## src/rtl/hub_fold_seq.sv

```systemverilog
// Control sequencer for the folded hybrid-unary linear stage.
// Walks CLEAR -> (LOAD -> RUN x BLEN) x FOLD -> DONE, producing the
// clear/load/sel/part control stream plus a bitstream cycle index.
module hub_fold_seq #(
    parameter int IDIM = 256,
    parameter int SDIM = 32,
    parameter int RWID = 10,
    parameter int FOLD = (IDIM / SDIM < 1) ? 1 : IDIM / SDIM,
    parameter int PWID = (FOLD < 2) ? 1 : $clog2(FOLD)
) (
    input  logic            clk,
    input  logic            rst_n,
    input  logic            start,
    input  logic            hold,
    input  logic            abort,
    output logic            load,
    output logic            sel,
    output logic            clear,
    output logic [PWID-1:0] part,
    output logic [RWID-1:0] rIdx,
    output logic            busy,
    output logic            done
);

    localparam logic [PWID-1:0] PART_LAST = PWID'(FOLD - 1);
    localparam logic [RWID-1:0] RIDX_LAST = {RWID{1'b1}};

    typedef enum logic [2:0] {
        ST_IDLE,
        ST_CLEAR,
        ST_LOAD,
        ST_RUN,
        ST_DONE
    } state_t;

    state_t          state_reg, state_next;
    logic [PWID-1:0] part_reg, part_next;
    logic [RWID-1:0] ridx_reg, ridx_next;
    logic            load_reg, sel_reg, clear_reg, busy_reg, done_reg;

    // Next-state, partition and bitstream-index logic; abort beats hold beats start.
    always_comb begin
        state_next = state_reg;
        part_next  = part_reg;
        ridx_next  = ridx_reg;
        if (abort) begin
            // Abort in IDLE is a no-op and also swallows a coincident start.
            if (state_reg != ST_IDLE) begin
                state_next = ST_IDLE;
                part_next  = '0;
                ridx_next  = '0;
            end
        end else if (!hold) begin
            case (state_reg)
                ST_IDLE: begin
                    if (start) begin
                        state_next = ST_CLEAR;
                        part_next  = '0;
                        ridx_next  = '0;
                    end
                end
                ST_CLEAR: begin
                    state_next = ST_LOAD;
                    part_next  = '0;
                    ridx_next  = '0;
                end
                ST_LOAD: begin
                    state_next = ST_RUN;
                    ridx_next  = '0;
                end
                ST_RUN: begin
                    if (ridx_reg == RIDX_LAST) begin
                        ridx_next = '0;
                        if (part_reg == PART_LAST) begin
                            state_next = ST_DONE;
                        end else begin
                            state_next = ST_LOAD;
                            part_next  = part_reg + 1'b1;
                        end
                    end else begin
                        ridx_next = ridx_reg + 1'b1;
                    end
                end
                ST_DONE: begin
                    state_next = ST_IDLE;
                    part_next  = '0;
                    ridx_next  = '0;
                end
                default: begin
                    state_next = ST_IDLE;
                    part_next  = '0;
                    ridx_next  = '0;
                end
            endcase
        end
    end

    // State, counters and decoded control outputs all registered together,
    // so a held cycle freezes every output including the pulses.
    always_ff @(posedge clk or negedge rst_n) begin
        if (!rst_n) begin
            state_reg <= ST_IDLE;
            part_reg  <= '0;
            ridx_reg  <= '0;
            load_reg  <= 1'b0;
            sel_reg   <= 1'b0;
            clear_reg <= 1'b0;
            busy_reg  <= 1'b0;
            done_reg  <= 1'b0;
        end else begin
            state_reg <= state_next;
            part_reg  <= part_next;
            ridx_reg  <= ridx_next;
            load_reg  <= (state_next == ST_LOAD);
            sel_reg   <= (state_next == ST_RUN);
            clear_reg <= (state_next == ST_CLEAR);
            busy_reg  <= (state_next != ST_IDLE);
            done_reg  <= (state_next == ST_DONE);
        end
    end

    assign load  = load_reg;
    assign sel   = sel_reg;
    assign clear = clear_reg;
    assign part  = part_reg;
    assign rIdx  = ridx_reg;
    assign busy  = busy_reg;
    assign done  = done_reg;

endmodule

```

## config.mk

```make
export PLATFORM = sky130hd
export DESIGN_NAME = hub_fold_seq
export DESIGN_NICKNAME = d
export VERILOG_FILES = /design/src/rtl/hub_fold_seq.sv
export SDC_FILE = /design/constraint.sdc
export NUM_CORES = 1
export LEC_CHECK = 0
export CAP_MARGIN = 20
export CORE_UTILIZATION = 25
export CTS_CLUSTER_DIAMETER = 30
export DETAILED_ROUTE_END_ITERATION = 10
export HOLD_SLACK_MARGIN = 0.1
export PLACE_DENSITY = 0.52
export SYNTH_ARGS = -nofsm -noshare
export SYNTH_HDL_FRONTEND = slang
export SYNTH_SLANG_ARGS = --single-unit
```

## constraint.sdc

```tcl
create_clock -name clk -period 1.9 [get_ports clk]
set_clock_uncertainty 0.15 [all_clocks]
set_input_delay 0.57 -clock clk [delete_from_list [all_inputs] [get_ports clk]]
set_output_delay 0.57 -clock clk [all_outputs]
set_load 0.05 [all_outputs]
```

==> flow_summary.yaml <==
outcome:
  status: "complete, no violations"
final_layout:
  area_growth_pct: 75.7
  largest_reg_flops: 10
  utilization_pct: 46.9
  fin_area_sq_um: 1930
  drive_above_1_share_pct: 51.3
  nets: 167
  seq_area_sq_um: 542
  num_antenna_cells: 0
  multi_input_area_sq_um: 662
  n_fill_cell: 373
synthesis:
  ys_warn_count: 0
  postSynthCellCount: 108
  synth_area_sq_um: 1100
  synth_area_leader_cell: "dfrtp_1"
  synthesis.nets: 116
  syn_avg_cell_area_sq_um: 10.2
  ys_seq_area_share_pct: 47.8
  synth_cell_types: 35
  synth_top_area_share_pct: 47.8
  synth_seq_cells: 21
  synth_area_leaders: "dfrtp_1, o31ai_1, nand2_1"
clock_tree:
  cts_tree: "yes"
  clkTransAtPathRegs_ns: 0.08
  clock_sinks: 21
  cts-root-buf: "clkbuf_8"
  cts_max_level: 1
  clk_latency_ns: 0.26
  clk_path_buf_depth: 2
  cts_buffers: 3
worst_setup_path:
  path_class: "in2reg"
  startpoint_type: "primary input"
  crit_fanout: 11
  worst_ep_arrival_time_ns: 1.87
  end_kind: "flip-flop"
  cp_top_family: "simple AND/OR/NAND/NOR gates"
  crit_slowest_cell: "or4_1"
  required_ns: 1.93
  cpPeakStageDelay_ns: 0.52
  worstPathCellList: "clkdlybuf4s15_1 > nand2b_4 > a21o_4 > or4_1 > a21oi_2"
  path_buf_inv: 1
detailed_routing:
  viasPerCell: 5.04
  vias: 1049
  first_iter_violations: 53
  wl_per_cell_microns: 13.6
  postRouteAntennaNets: 0
  drc_errors: 0
  drtPass1Iterations: 4
  drt-total-wl_microns: 2820
sta:
  timing.slew.headroom_pct: 70.2
  worstMarginPinSlew_ns: 0.447
  whs_ns: 0.452
  finalSetupViolations: 0
  final.setup.tns_ns: 0
  worst_slack_ns: 0.0602
  rsz0062_at_grt: "true"
  final.period_utilization_pct: 96.8
  fin_crit_ns: 1.84
  maxSlewViolCount: 0
  hold_viol_final: 0
  clock.fmax_mhz: 544
place:
  pre_cts_ws_ns: -0.496
  io_buffers: 22
  place.gp.congestion: 0.845
  place_hpwl_microns: 2140
  place_area_sq_um: 1790
grt:
  grt_max_degree: 22
  overflow: 0
  grt_pass1_vias: 977
  grt_usage_pct: 13.5
  antenna_found_initial: 0
  grt_pass1_wl_microns: 4660
floorplanning:
  core-area_sq_um: 4120
  start_util_pct: 26.7
  die_h_microns: 68.3
  dieArea_sq_um: 4660
  fp.dieW_microns: 68.3
  ios: 23
  rows: 23
pwr:
  powerDensity_nw_per_um2: 472
  p_leak_nw: 0.811
  ir_worst_vdd_mv: 0.196
job:
  maxCapViolations: 0
hold_path:
  hp-class: "reg2reg"
[worst register-to-register path, delay by kind of cell, from the launching register on]
family	cells	cell delay (ns)
AO/OA/AOI/OAI	2	0.50
adder cells (fa/ha/maj)	1	0.16
buffers and inverters	1	0.04
flip-flops	1	0.39
AND/OR/NAND/NOR	2	0.48
[through the flow]
step	power [W]	instances
4_1_cts	0.000925	204
6_report	0.000911	208
2_1_floorplan	0.000535	108
3_5_place_dp	0.000612	200
3_3_place_gp	0.000609	200
5_1_grt	0.000959	208
[power breakdown]
group,internal [W],switching (W),leakage [nW]
Clock,0.000149,0.000147,0.0228
Combinational,0.0000717,0.0000795,0.519
Sequential,0.000454,0.00000960,0.269
Total,0.000675,0.000236,0.811
[logic make-up after synthesis]
kind of cell,Yosys count,share of synthesized area (%)
compound gates,27,18.9
buf+inv,7,2.51
simple gates,49,26.3
flops,21,47.8
fa+ha+maj,3,3.42
mux,1,1.02
[routing by layer]
metal,vias to the layer above,part of all wire (%),GRT usage (%)
met5,-,0,0
met2,27,49,22.7
li1,506,-,-
met4,0,1.1,5.21
met1,512,46,16.7
met3,4,4.5,2.83
[layout make-up]
cell class	instances	area share (%)
inverter	4	0.778
timing repair buffer	49	31.3
sequential	21	28.1
multi-input combinational	80	34.3
clock buffer	4	2.33
tap	50	3.24
[cell usage in the layout, fill, tap and decap left out, drive strengths merged, types with 2 or more instances in the layout]
cell          n
o31ai         6
nand2        11
nor4          3
a22o          2
nor3          5
clkbuf        4
nand3         5
or4           5
o21ai         4
a21oi         7
nor2          4
nor2b         2
nand2b        4
o31a          2
or2           2
o2bb2ai       2
ha            3
or3           2
and3          2
buf          45
inv           4
dlygate4sd2   2
dfrtp        21
[synth_stat cells (all sizes together)]
| cell | count |
|---|---|
| o21ai | 4 |
| dfrtp | 21 |
| or3 | 2 |
| and4bb | 1 |
| nand4b | 1 |
| mux2 | 1 |
| o21a | 1 |
| o31ai | 6 |
| o2bb2ai | 2 |
| buf | 1 |
| nand3 | 5 |
| nor2b | 2 |
| a21o | 1 |
| or2 | 2 |
| and3 | 2 |
| nor4 | 3 |
| nor2 | 4 |
| ha | 3 |
| clkbuf | 2 |
| nand2 | 11 |
| a32o | 1 |
| nand4 | 1 |
| nand3b | 1 |
| nand2b | 4 |
| or4 | 5 |
| o31a | 2 |
| a2bb2oi | 1 |
| nor3 | 5 |
| a21oi | 7 |
| a22o | 2 |
| inv | 4 |
[worst paths after layout]
| kind | start | end | slack (ns) | depth (start not counted) |
|---|---|---|---|---|
| min reg2reg | part[2] | part[2] | 0.45 | 1 |
| min in group asynchronous | rst_n | rIdx[9] | 0.50 | 2 |
| min | part[2] | part[2] | 0.45 | 1 |
| max | abort | rIdx[7] | 0.06 | 5 |
| max reg2reg | rIdx[0] | busy | 0.07 | 6 |
| max in group asynchronous | rst_n | rIdx[6] | 0.85 | 2 |
[timing repair]
action | 4_1_cts | 5_1_grt
pin swaps | 3 | 4
resized for setup | 14 | 4
setup endpoints to repair | 18 | 5
setup buffers | 0 | 4
hold buffers | 0 | 0
(Power assumes the default switching activity.)
